File: src/rtl/hdmi_box_cfg_arbiter.sv
// Frame-synchronous overlay-box geometry arbiter: round-robin grant, validate/clamp, commit on vs fall.
// Latency: accept -> clamp -> commit on the next frame boundary (>= 3 edges); one request pending at most.
// Backpressure: both readies drop from accept until the commit edge; ready is only offered in IDLE.
module hdmi_box_cfg_arbiter #(
    parameter int H_ACTIVE = 640,
    parameter int V_ACTIVE = 480,
    parameter int DEF_X    = 270,
    parameter int DEF_Y    = 190,
    parameter int DEF_W    = 100,
    parameter int DEF_H    = 80,
    parameter int CNT_W    = 16
) (
    input  logic             clk,
    input  logic             reset,
    input  logic             vs,
    input  logic             req0_valid,
    output logic             req0_ready,
    input  logic [11:0]      req0_x,
    input  logic [11:0]      req0_y,
    input  logic [11:0]      req0_w,
    input  logic [11:0]      req0_h,
    input  logic             req1_valid,
    output logic             req1_ready,
    input  logic [11:0]      req1_x,
    input  logic [11:0]      req1_y,
    input  logic [11:0]      req1_w,
    input  logic [11:0]      req1_h,
    output logic [11:0]      box_x,
    output logic [11:0]      box_y,
    output logic [11:0]      box_w,
    output logic [11:0]      box_h,
    output logic             box_src,
    output logic             commit,
    output logic             err,
    output logic [CNT_W-1:0] frame_cnt
);

    typedef struct packed {
        logic [11:0] x;
        logic [11:0] y;
        logic [11:0] w;
        logic [11:0] h;
    } geom_t;

    typedef enum logic [1:0] {
        IDLE  = 2'd0,
        CLAMP = 2'd1,
        WAIT  = 2'd2
    } state_t;

    localparam logic [12:0] H_LIM  = 13'(H_ACTIVE);
    localparam logic [12:0] V_LIM  = 13'(V_ACTIVE);
    localparam logic [12:0] H_LAST = 13'(H_ACTIVE - 1);
    localparam logic [12:0] V_LAST = 13'(V_ACTIVE - 1);

    state_t state;
    logic   vs_d;
    logic   fs;
    logic   last_grant;
    logic   sel;
    logic   grant_valid;
    geom_t  grant_geom;
    geom_t  pend;
    logic   pend_src;
    logic   pend_bad;
    geom_t  pend_clamped;
    logic [12:0] sum_x;
    logic [12:0] sum_y;

    assign fs = vs_d & ~vs;

    // A lone requester wins outright; a tie (or no request) goes to whoever did not win last.
    always_comb begin
        sel = ~last_grant;
        if (req0_valid && !req1_valid) begin
            sel = 1'b0;
        end else if (req1_valid && !req0_valid) begin
            sel = 1'b1;
        end
    end

    assign req0_ready  = (state == IDLE) && !sel;
    assign req1_ready  = (state == IDLE) && sel;
    assign grant_valid = sel ? req1_valid : req0_valid;
    assign grant_geom  = sel ? geom_t'{req1_x, req1_y, req1_w, req1_h}
                             : geom_t'{req0_x, req0_y, req0_w, req0_h};

    assign sum_x = {1'b0, pend.x} + {1'b0, pend.w};
    assign sum_y = {1'b0, pend.y} + {1'b0, pend.h};

    assign pend_bad = ({1'b0, pend.x} >= H_LIM) || ({1'b0, pend.y} >= V_LIM) ||
                      (pend.w == 12'd0) || (pend.h == 12'd0);

    // Origin is already known to be inside the active area, so the trimmed size fits in 12 bits.
    always_comb begin
        pend_clamped = pend;
        if (sum_x > H_LAST) begin
            pend_clamped.w = H_LAST[11:0] - pend.x;
        end
        if (sum_y > V_LAST) begin
            pend_clamped.h = V_LAST[11:0] - pend.y;
        end
    end

    always_ff @(posedge clk or negedge reset) begin
        if (!reset) begin
            state      <= IDLE;
            pend       <= '0;
            pend_src   <= 1'b0;
            last_grant <= 1'b1;
            box_x      <= 12'(DEF_X);
            box_y      <= 12'(DEF_Y);
            box_w      <= 12'(DEF_W);
            box_h      <= 12'(DEF_H);
            box_src    <= 1'b0;
            commit     <= 1'b0;
            err        <= 1'b0;
        end else begin
            commit <= 1'b0;
            err    <= 1'b0;
            case (state)
                IDLE: begin
                    if (grant_valid) begin
                        pend       <= grant_geom;
                        pend_src   <= sel;
                        last_grant <= sel;
                        state      <= CLAMP;
                    end
                end
                CLAMP: begin
                    if (pend_bad) begin
                        err   <= 1'b1;
                        pend  <= '0;
                        state <= IDLE;
                    end else begin
                        pend  <= pend_clamped;
                        state <= WAIT;
                    end
                end
                WAIT: begin
                    if (fs) begin
                        box_x   <= pend.x;
                        box_y   <= pend.y;
                        box_w   <= pend.w;
                        box_h   <= pend.h;
                        box_src <= pend_src;
                        commit  <= 1'b1;
                        state   <= IDLE;
                    end
                end
                default: state <= IDLE;
            endcase
        end
    end

    always_ff @(posedge clk or negedge reset) begin
        if (!reset) begin
            vs_d      <= 1'b1;
            frame_cnt <= '0;
        end else begin
            vs_d <= vs;
            if (fs) begin
                frame_cnt <= frame_cnt + 1'b1;
            end
        end
    end

endmodule

File: config.mk
export PLATFORM = sky130hd
export DESIGN_NAME = hdmi_box_cfg_arbiter
export DESIGN_NICKNAME = d
export VERILOG_FILES = /design/src/rtl/hdmi_box_cfg_arbiter.sv
export SDC_FILE = /design/constraint.sdc
export NUM_CORES = 1
export LEC_CHECK = 0
export BUFFER_PORTS_ARGS = -buffer_cell sky130_fd_sc_hd__buf_2
export CAP_MARGIN = 20
export CORE_ASPECT_RATIO = 1.25
export CORE_MARGIN = 10
export CORE_UTILIZATION = 45
export DETAILED_ROUTE_END_ITERATION = 8
export GPL_TIMING_DRIVEN = 0
export PLACE_DENSITY = 0.7
export SLEW_MARGIN = 20
export SYNTH_ARGS = -nofsm -noshare
export SYNTH_HDL_FRONTEND = slang
export SYNTH_SLANG_ARGS = --single-unit
File: constraint.sdc
create_clock -name clk -period 3.19 [get_ports clk]
set_input_delay 0.319 -clock clk [delete_from_list [all_inputs] [get_ports clk]]
set_output_delay 0.319 -clock clk [all_outputs]
set_load 0.05 [all_outputs]
### After elaboration in Yosys (flattened, before gate mapping)

Cells that the tools add are included.

| word-level totals | value |
|---|---|
| register bits | 120 |
| bits of input ports | 101 |
| output and inout bits | 69 |
| word-level logic and storage cells | 72 |

| operators by class | value |
|---|---|
| add/subtract/negate cells | 5 |
| magnitude comparators | 4 |
| eq/ne operators | 7 |
| mux-type cells | 17 |
| bitwise gates (word level) | 3 |
| reduce and logical (&&, ||, !) cells | 20 |

Operator list:

| kind | count |
|---|---|
| $mux 48 | 3 |
| $pmux 48 s2 | 1 |
| $add 12x12->13 | 2 |
| $logic_not 12->1 | 2 |
| $mux 12 | 2 |
| $add 16x1->16 const B | 1 |
| $gt 13x10->1 const B | 1 |
| $gt 13x9->1 const B | 1 |
| $ge 12x10->1 const B | 1 |
| $ge 12x9->1 const B | 1 |
| $sub 10x12->12 const A | 1 |
| $sub 9x12->12 const A | 1 |
| $reduce_and 3->1 | 3 |
| $mux 1 | 7 |
| $mux 2 | 3 |
| $ne 2x2->1 const B | 3 |
| $ne 3x3->1 const B | 2 |
| $pmux 2 s3 | 1 |
| $reduce_and 2->1 | 3 |
| $logic_and 1x1->1 | 4 |
| $logic_not 1->1 | 3 |
| $logic_or 1x1->1 | 3 |
| $eq 2x1->1 const B | 1 |
| $eq 2x2->1 const B | 1 |
| 4 further kinds | 5 |

### Depth between registers and ports, before layout

Gate-level depths: netlist (run 1).

| logic depth | value |
|---|---|
| depth after elaboration | 7 |
| mapped depth | 11 |
| depth with buffers taken out | 10 |

### Worst setup path after synthesis (run 1)

OpenSTA, ideal clock, no wires.

| path | value |
|---|---|
| path type | flip-flop to flip-flop |
| start | register pend[32] (netlist bit) |
| end | register pend[1] (netlist bit) |
| setup time | 0.125 ns |
| data arrival time | 2.764 ns |
| data required time | 3.065 ns |
| slack | 0.301 ns |
| cell stages (with the launch flop) | 11 |
| path buffers | 2 |
| period minus slack after synthesis | 2.889 ns |
| cells stage by stage | dfrtp_1 -> ha_1 -> clkbuf_1 -> and4_1 -> and3_1 -> or4_1 -> a21oi_1 -> nand4b_1 -> o31ai_1 -> buf_4 -> mux2_2 |

| on the way | value |
|---|---|
| longest elaborated chain between the ends | 6 |
| elaborated cells on any way between the ends | 10 |
| classes of those cells | 1 x add/sub; 2 x order compare; 1 x eq/ne; 2 x mux; 4 x reduce/logical |

RTL lines:

| what | line | source |
|---|---|---|
| from (decl) | 63 | `geom_t pend;` |
| from (signal assigned) | 124 | `pend <= grant_geom;` |
| from (signal assigned) | 136 | `pend <= pend_clamped;` |
| parallel branches: the longest is 6 deep, another holds $add 12x12->13 | n/a |  |

Parallel ways; which one is timed is not known. The select of a mux whose other input is x is not followed.
A chain may end at the register's enable or synchronous reset.

### Worst setup path after layout (run 1)

| path | value |
|---|---|
| start | register pend[41] (netlist bit) |
| end | register pend[23] (netlist bit) |

| on the way | value |
|---|---|
| longest elaborated chain between the ends | 6 |
| elaborated cells on any way between the ends | 12 |
| classes of those cells | 2 x add/sub; 2 x order compare; 1 x eq/ne; 3 x mux; 4 x reduce/logical |

RTL lines:

| what |
|---|
| parallel branches: the longest is 6 deep, another holds $add 12x12->13 |

Parallel ways; which one is timed is not known. The select of a mux whose other input is x is not followed.

==> results of run 1 <==
[per-layer routing]
metal / global-route usage [%] / wire length [um]
met5: 0 / 0
met4: 9.72 / 726
met3: 4.24 / 874
met2: 35.2 / 10400
met1: 21.3 / 7490
[placed cells by master, fill, tap and decap left out, types with 18 or more instances in the layout]
cell      netlist  final
buf_2           1    169
clkbuf_1       20     18
dfrtp_1       103    102
ha_1           29     29
inv_1          19     19
mux2_2         72     72
mux2i_1        50     50
nand2_1        46     46
o22ai_1        23     23
o31ai_1        27     25
[final cells by class]
class                      count  area [um^2]
multi-input combinational    408         3340
antenna                        2         5.00
tap                          178          223
clock buffer                  19          443
inverter                      19         71.3
fill                        1225         6020
sequential                   120         3030
buffer                        24          111
timing repair buffer         171          890
clock inverter                13          149
[state kept, by name (all words and copies together), names as in the netlist]
register    count
state           2
pend_src        1
frame_cnt      16
last_grant      1
err             1
pend           48
box_y          12
box_src         1
vs_d            1
box_h          12
box_x          12
box_w          12
commit          1
[worst max path at each step]
stage,start,to,slack [ps],depth (start not counted)
5_1_grt,pend[44],pend[20],0.01,10
4_1_cts,pend[32],pend[5],20,10
3_3_place_gp,last_grant,req0_ready,-240,6
2_1_floorplan,pend[32],pend[1],300,10
3_5_place_dp,last_grant,req0_ready,-270,6
6_report,pend[41],pend[23],70,8
[timing repair]
item                                   CTS  global route
setup endpoints to repair               25            18
hold buffers                             1             0
endpoints found under the hold margin   54             0
pin swaps                                0             1
gates resized for setup                  7             3
[power by group]
part,switching (mW),internal (mW)
registers,0.650,2.21
logic,3.20,1.85
clock network,0.743,1.18
total,4.59,5.23
[critical path, cell delays in order (launching register included)]
cell       delay, ps
dfrtp_1          460
ha_1             260
or4_1            530
o21a_1           210
a2111oi_0        500
nor2b_1          150
o31ai_4          320
buf_6            200
mux2_2           350
[cells by family after synthesis]
kind of cell               count (synthesis)
adders and majority gates                 31
xor gates and xnor gates                  25
DFF                                      120
buffers and inverters                     44
AOI/OAI and AO/OA                        106
muxes                                    122
and+or+nand+nor                          124
==> impl_metrics.tcl, run 1 <==
set metrics [dict create \
    ff2ff_setup_slack_ps 70 \
    fp.dieW_um 128 \
    grt_overflow_total 0 \
    layout_setup_ws_ps 71.5 \
    min_period_ps 3120 \
    fin_skew_ps 6.94 \
    yosysWarnings 0 \
    pre_cts_slack_ps -272 \
    grt_start_max_net_pins 67 \
    synth_most_common_cell "dfrtp_1" \
    clkSlewWorstSetupHoldPaths_ps 60 \
    post-route-util_pct 57.8 \
    route.detailed.drc 0 \
    antenna_found_initial 2 \
    cts-root-buf "clkbuf_16" \
    synth-xor-area-share_pct 3.36 \
    synth_ff_type "dfrtp_1" \
    synth_fa_ha_area_share_pct 6.18 \
    areaGrowthSynthToFinish_pct 26.8 \
    maxCapViolCount 0 \
    seq_area_frac_synth_pct 46.4 \
    synth_top_area_share_pct 39.6 \
    ioPinCount 170 \
    synth.area.top_cells "dfrtp_1 (40%), mux2_2 (12%), mux2i_1 (7.7%)" \
    worst_pin_slew_ps 733 \
    synth.net_count 704 \
    drive_above_1_share_pct 39.4 \
    fin_hold_ws_ps 20.6 \
    worst_setup_path_end_kind "register" \
    grtUsageTotal_pct 19.7 \
    synthArstFlopShare_pct 100 \
    grt_pass1_wl_um 30500 \
    core_area_mm2 0.0143 \
    syn_inst 572 \
    worstSetupPathType "reg -> reg" \
    fmax_mhz 321 \
    drt_pre_antenna_iters 5 \
    hp-class "in -> reg" \
    synth_top_family_by_area "multiplexers" \
    critPathMaxFanout 10 \
    place_inst 920 \
    dieHeight_um 155 \
    layout.nets 893 \
    ir_drop_mv 0.775 \
    leakagePower_nw 4.07 \
    synth_mux_area_share_pct 20.1 \
    min_to "vs_d" \
    synth_cell_type_count 54 \
    grt_setup_unrepaired "false" \
    cp.arrival_ps 3430 \
    max-slew-margin-rel_pct 51.1 \
    place.gp.congestion 0.861 \
    wl_um 19500 \
    powerDensity_mw_per_mm2 1190 \
    hold_viol_final 0 \
    synth_edf_count 0 \
    setup_viol 0 \
    clk_latency_ps 430 \
    ys_seq_elements 120 \
    syn-cell-area_mm2 0.00651 \
    hold_path_depth 1 \
    cts-buffers-inserted 17 \
    grt_pass1_vias 5785 \
    stdcell_count 954 \
    min_period_over_period_pct 97.8 \
    avgSynthCellArea_um2 11.4 \
    yosys.area.top_type "dfrtp_1" \
    run_status "finished clean" \
    cts_setup_buffers 0 \
    worstPathRequired_ps 3500 \
    final_area_mm2 0.00826 \
    start_util_pct 45.6 \
    reg2regPathDepth 8 \
    wire_per_inst_um 20.4 \
    cts.sinks 120 \
    rows 49 \
    timing.rr.end "pend[23]" \
    die-area_mm2 0.0197 \
    dpl.hpwl_um 14900 \
    cts_tree "yes" \
    netlist_top_cells_count "dfrtp_1 (103), mux2_2 (72), mux2i_1 (50)" \
    yosys.area_share.simple_pct 9.76 \
    worstSetupStartpointType "register" \
    vias 5260 \
    post_dp_cell_area_mm2 0.00762 \
    drv_slew 0 \
    clock_path_buffers 2 \
    holdCritStartpoint "vs" \
    drtIter0Drc 317 \
    port_buffers 169 \
    finalPower_mw 9.82 \
    tns_ps 0 \
    timing.rr.start "pend[41]" \
    htree_levels 4 \
    ant_nets 0 \
    synth_compound_area_share_pct 11.4 \
    viasPerCell 5.51 \
]
Note: power is estimated with default switching activity, not from simulation.
==> inputs of run 2 (changes only) <==
--- a/config.mk
+++ b/config.mk
@@ -12,6 +12,7 @@
 export CORE_UTILIZATION = 45
 export DETAILED_ROUTE_END_ITERATION = 8
 export GPL_TIMING_DRIVEN = 0
+export MAX_ROUTING_LAYER = met4
 export PLACE_DENSITY = 0.7
 export SLEW_MARGIN = 20
 export SYNTH_ARGS = -nofsm -noshare
==> constraint.sdc (replaced) <==
create_clock -name clk -period 3.19 [get_ports clk]
set_input_delay 0.319 -clock clk [delete_from_list [all_inputs] [get_ports clk]]
set_output_delay 0.319 -clock clk [all_outputs]
set_load 0.1 [all_outputs]
==> run 2 against run 1 <==
Utilization down 0.079 points; register-to-register slack better by 20 ps; maximum frequency up 0.67%; final area down 0.14%; first-iteration DRC count down 8.2%; sequential share of layout area about the same; routed wire length down 1.8%; non-clock buffer count up 4; hold slack better by 11 ps; highest routed layer unchanged.
==> impl_metrics.tcl, run 2 (synthesized netlist as in run 1, its figures left out) <==
set metrics [dict create \
    clock_path_buffers 2 \
    cp.arrival_ps 3390 \
    timing.rr.end "pend[16]" \
    cts-root-buf "clkbuf_16" \
    critPathMaxFanout 10 \
    worstSetupPathType "reg -> reg" \
    min_period_ps 3100 \
    ff2ff_setup_slack_ps 90 \
    vias 5374 \
    antenna_found_initial 0 \
    drv_slew 0 \
    cts.sinks 120 \
    critPathCapture "pend[16]" \
    grt_pass1_vias 5713 \
    largest_reg_flops 48 \
    layout_common_cells "buf_2 (169), dfrtp_1 (103), mux2_2 (72), mux2i_1 (50), nand2_1 (46)" \
    pre_cts_slack_ps -422 \
    drtIter0Drc 291 \
    layout_commonest_cell "buf_2" \
    cts_tree "yes" \
    grt_setup_unrepaired "false" \
    fp.dieW_um 128 \
    post-route-util_pct 57.8 \
    cts-buffers-inserted 17 \
    layout.nets 897 \
    fill_cells 1219 \
    grtUsageTotal_pct 19.7 \
    wl_um 19100 \
    tns_ps 0 \
    hold_path_depth 1 \
    reg_top3 "pend: 48 flops, frame_cnt: 16 flops" \
    fmax_mhz 323 \
    rows 49 \
    drive_above_1_share_pct 40.0 \
    grt_overflow_total 0 \
    start_util_pct 45.6 \
    clkSlewWorstSetupHoldPaths_ps 60 \
    top_register "pend" \
    port_buffers 169 \
    ioPinCount 170 \
    die-area_mm2 0.0197 \
    worstPathRequired_ps 3480 \
    reg2regPathDepth 9 \
    min_period_over_period_pct 97.1 \
    grt_pass1_wl_um 30300 \
    layout_setup_ws_ps 92.1 \
    max-slew-margin-rel_pct 46.3 \
    worst_pin_slew_ps 805 \
    startpoint "pend[40]" \
    hold_viol_final 0 \
    diodes 0 \
    ant_nets 0 \
    maxCapViolCount 0 \
    viasPerCell 5.62 \
    areaGrowthSynthToFinish_pct 26.6 \
    drt_pre_antenna_iters 5 \
    grt_start_max_net_pins 83 \
    stdcell_count 956 \
    htree_levels 4 \
    dpl.hpwl_um 14800 \
    dieHeight_um 155 \
    timing.rr.start "pend[40]" \
    setup_viol 0 \
    clk_latency_ps 420 \
    worstSetupStartpointType "register" \
    hp-class "in -> reg" \
    place_inst 920 \
    run_status "finished clean" \
    worst_setup_path_end_kind "register" \
    place.gp.congestion 0.894 \
    wire_per_inst_um 20.0 \
    route.detailed.drc 0 \
    core_area_mm2 0.0143 \
    fin_skew_ps 9.45 \
]
## run 2: cell count changes in the layout (fill, tap and decap cells not counted), moves of 2 or more
cell      before  now
buf_4          0    4
clkinv_2       2    4
clkinv_4       6    4
diode_2        2    0
ha_1          29   27
ha_2           0    2
inv_6          0    3
## run 2: final cells by class
class / count / area, um^2 / share of cell area, %
clock inverters: 14 / 126 / 1.53
inverters: 19 / 71.3 / 0.864
clock buffers: 18 / 429 / 5.20
repair buffers: 175 / 920 / 11.1
well taps: 178 / 223 / 2.70
plain buffers: 24 / 111 / 1.35
multi-input cells: 408 / 3350 / 40.6
flip-flops and latches: 120 / 3020 / 36.7
## run 2: repair_timing
action	4_1_cts	5_1_grt
hold buffers	1	0
endpoints found under the hold margin	30	0
buffers inserted	0	4
pin swaps	0	2
resized for setup	5	5
endpoints found under the setup margin	13	18
## run 2: worst min path at each step
| stage | startpoint | to | slack [ps] |
|---|---|---|---|
| after global routing | vs | vs_d | 30 |
| after global placement | vs | vs_d | 450 |
| after detailed placement | reset | box_w[8] | 250 |
| after CTS | vs | vs_d | 20 |
| after floorplan | reset | box_h[0] | 20 |
| final | vs | vs_d | 30 |
## run 2: critical path, stage by stage, from the launching register on
cell and delay, ps:
dfrtp_1 450, ha_1 340, o211ai_1 90, o211a_1 250, o31ai_2 360, mux2i_1 140
or4_4 500, o31ai_4 270, buf_6 210, mux2_2 350
## run 2: per-layer routing
metal | wire length (um) | part of all wire [%] | GRT usage (%) | vias to the layer above
li1 | - | - | - | 2515
met1 | 7330 | 38 | 21.0 | 2680
met2 | 10700 | 56 | 35.7 | 152
met3 | 798 | 4.2 | 3.90 | 27
met4 | 315 | 1.6 | 6.39 | 0
met5 | 0 | 0 | - | -
## run 2: through the flow
stage / cell area, um^2 / hold slack, ps
floorplan: 6520 / 23.4
global placement: 7590 / 446
detailed placement: 7620 / 253
CTS: 8200 / 19.9
global route: 8250 / 25.7
finish: 8250 / 31.3
Power of run 2 is left out: the tool's default activity adds up to more than one toggle a clock period on the data nets, which glitch-free logic cannot reach.
==> inputs of run 3 (changes only) <==
--- a/config.mk
+++ b/config.mk
@@ -11,8 +11,6 @@
 export CORE_MARGIN = 10
 export CORE_UTILIZATION = 45
 export DETAILED_ROUTE_END_ITERATION = 8
-export GPL_TIMING_DRIVEN = 0
-export MAX_ROUTING_LAYER = met4
 export PLACE_DENSITY = 0.7
 export SLEW_MARGIN = 20
 export SYNTH_ARGS = -nofsm -noshare
==> run 3 against run 2 <==
Non-clock buffer count down 13; critical endpoint is now pend[12]; global-route usage fell by 0.83 points; via count is 1.9% lower; maximum frequency up 3.6%; first-iteration DRC count is 0.34% higher; clock skew grew 0.51 ps; count of clock-buffer cells in the layout increased by 3; hold slack worse by 4.6 ps.
==> impl_metrics.tcl, run 3 (synthesized netlist as in run 1, its figures left out) <==
set metrics [dict create \
    timing.rr.end "pend[12]" \
    core_area_mm2 0.0143 \
    path_cells "ha_1 -> o211ai_1 -> o211a_1 -> o31ai_1 -> mux2i_1 -> or4_4 -> o31ai_4 -> buf_4 -> mux2_2" \
    stdcell_count 943 \
    critPathBufInv 1 \
    drive_above_1_share_pct 40.9 \
    worst_pin_slew_ps 868 \
    grtUsageMet1_pct 20.2 \
    grt_setup_unrepaired "false" \
    layout_commonest_cell "buf_2" \
    antenna_found_initial 0 \
    reg_top3 "pend: 48 flops, frame_cnt: 16 flops" \
    ioPinCount 170 \
    drtIter0Drc 292 \
    grt_start_max_net_pins 76 \
    top_usage_layer "met2" \
    clk_latency_ps 420 \
    cpPeakStageDelay_ps 510 \
    ant_nets 0 \
    cts.sinks 120 \
    largest_reg_flops 48 \
    drv_slew 0 \
    hp-class "in -> reg" \
    fmax_mhz 335 \
    pre_cts_slack_ps 244 \
    clock_path_buffers 2 \
    ff2ff_setup_slack_ps 200 \
    grtUsageTotal_pct 18.9 \
    worst_setup_path_end_kind "register" \
    grt_pass1_wl_um 30000 \
    hold_viol_final 0 \
    areaGrowthSynthToFinish_pct 25.9 \
    fill_cells 1222 \
    worstSetupPathType "reg -> reg" \
    top_register "pend" \
    setup_viol 0 \
    crit_family "compound AO/OA/AOI/OAI gates" \
    fin_skew_ps 9.96 \
    timing.rr.start "pend[14]" \
    min_period_over_period_pct 93.7 \
    clkSlewWorstSetupHoldPaths_ps 60 \
    worstPathRequired_ps 3480 \
    worstSetupStartpointType "register" \
    grt_overflow_total 0 \
    post_cts_resize_count 0 \
    layout_setup_ws_ps 201 \
    htree_levels 4 \
    critPathCapture "pend[12]" \
    cts_tree "yes" \
    met3_usage_pct 4.92 \
    min_period_ps 2990 \
    wire_per_inst_um 19.6 \
    dpl.hpwl_um 14100 \
    rows 49 \
    layout.nets 884 \
    tns_ps 0 \
    wl_um 18500 \
    reg2regPathDepth 9 \
    fp.dieW_um 128 \
    place.gp.congestion 0.950 \
    place_inst 910 \
    cp_num_cells 9 \
    die-area_mm2 0.0197 \
    maxCapViolCount 0 \
    cts-buffers-inserted 17 \
    use_met2_pct 34.4 \
    drt_pre_antenna_iters 4 \
    post-route-util_pct 57.4 \
    start_util_pct 45.6 \
    startpoint "pend[14]" \
    diodes 0 \
    vias 5270 \
    cts-root-buf "clkbuf_16" \
    critical-path-slowest-cell "or4_4" \
    max-slew-margin-rel_pct 42.0 \
    layout_common_cells "buf_2 (168), dfrtp_1 (103), mux2_2 (72), mux2i_1 (50), nand2_1 (46)" \
    route.detailed.drc 0 \
    port_buffers 169 \
    critPathMaxFanout 12 \
    dieHeight_um 155 \
    grt_pass1_vias 5717 \
    cp.arrival_ps 3280 \
    run_status "finished clean" \
    viasPerCell 5.59 \
]
==> run 3: cell count changes in the layout (fill, tap and decap cells not counted), sizes merged <==
| cell | change |
|---|---|
| clkinvlp | +3 |
| clkinv | -4 |
| buf | +6 |
| clkbuf | -16 |
| inv | -2 |
==> run 3: worst register-to-register path, stage by stage (launching register included) <==
cell and delay, ps:
dfrtp_1 410, ha_1 320, o211ai_1 100, o211a_1 240
o31ai_1 380, mux2i_1 130, or4_4 510, o31ai_4 180
buf_4 240, mux2_2 360
==> run 3: final cells by class <==
cell class / count / area (um^2) / area share, %
clock buffer: 21 / 450 / 5.49
clock inverter: 11 / 100 / 1.22
inverter: 19 / 71.3 / 0.870
multi-input combinational: 408 / 3340 / 40.7
sequential: 120 / 3020 / 36.9
tap: 178 / 223 / 2.72
timing repair buffer: 186 / 991 / 12.1
==> run 3: routing by layer <==
layer	wire [um]	vias up
li1	-	2492
met1	6930	2602
met2	10200	145
met3	970	31
met4	418	0
met5	0	-
==> run 3: worst min path at each step <==
stage | cells past startpoint | endpoint | slack (ps) | start
6_report | 1 | vs_d | 30 | vs
5_1_grt | 1 | vs_d | 20 | vs
4_1_cts | 1 | vs_d | 20 | vs
3_5_place_dp | 1 | box_w[7] | 370 | reset
3_3_place_gp | 1 | box_w[7] | 360 | reset
2_1_floorplan | 0 | box_h[0] | 20 | reset
==> run 3: timing repair <==
action,4_1_cts,5_1_grt
setup endpoints to repair,0,0
setup buffers,0,0
hold buffers,1,0
hold endpoints to repair,40,0
==> run 3: stage by stage <==
step	hold slack [ps]	cell area, um^2
after global routing	23.1	8200
after CTS	24.4	8200
after detailed placement	368	7640
final	26.7	8200
after floorplan	23.4	6520
after global placement	356	7640
Power of run 3 is left out for the same reason.
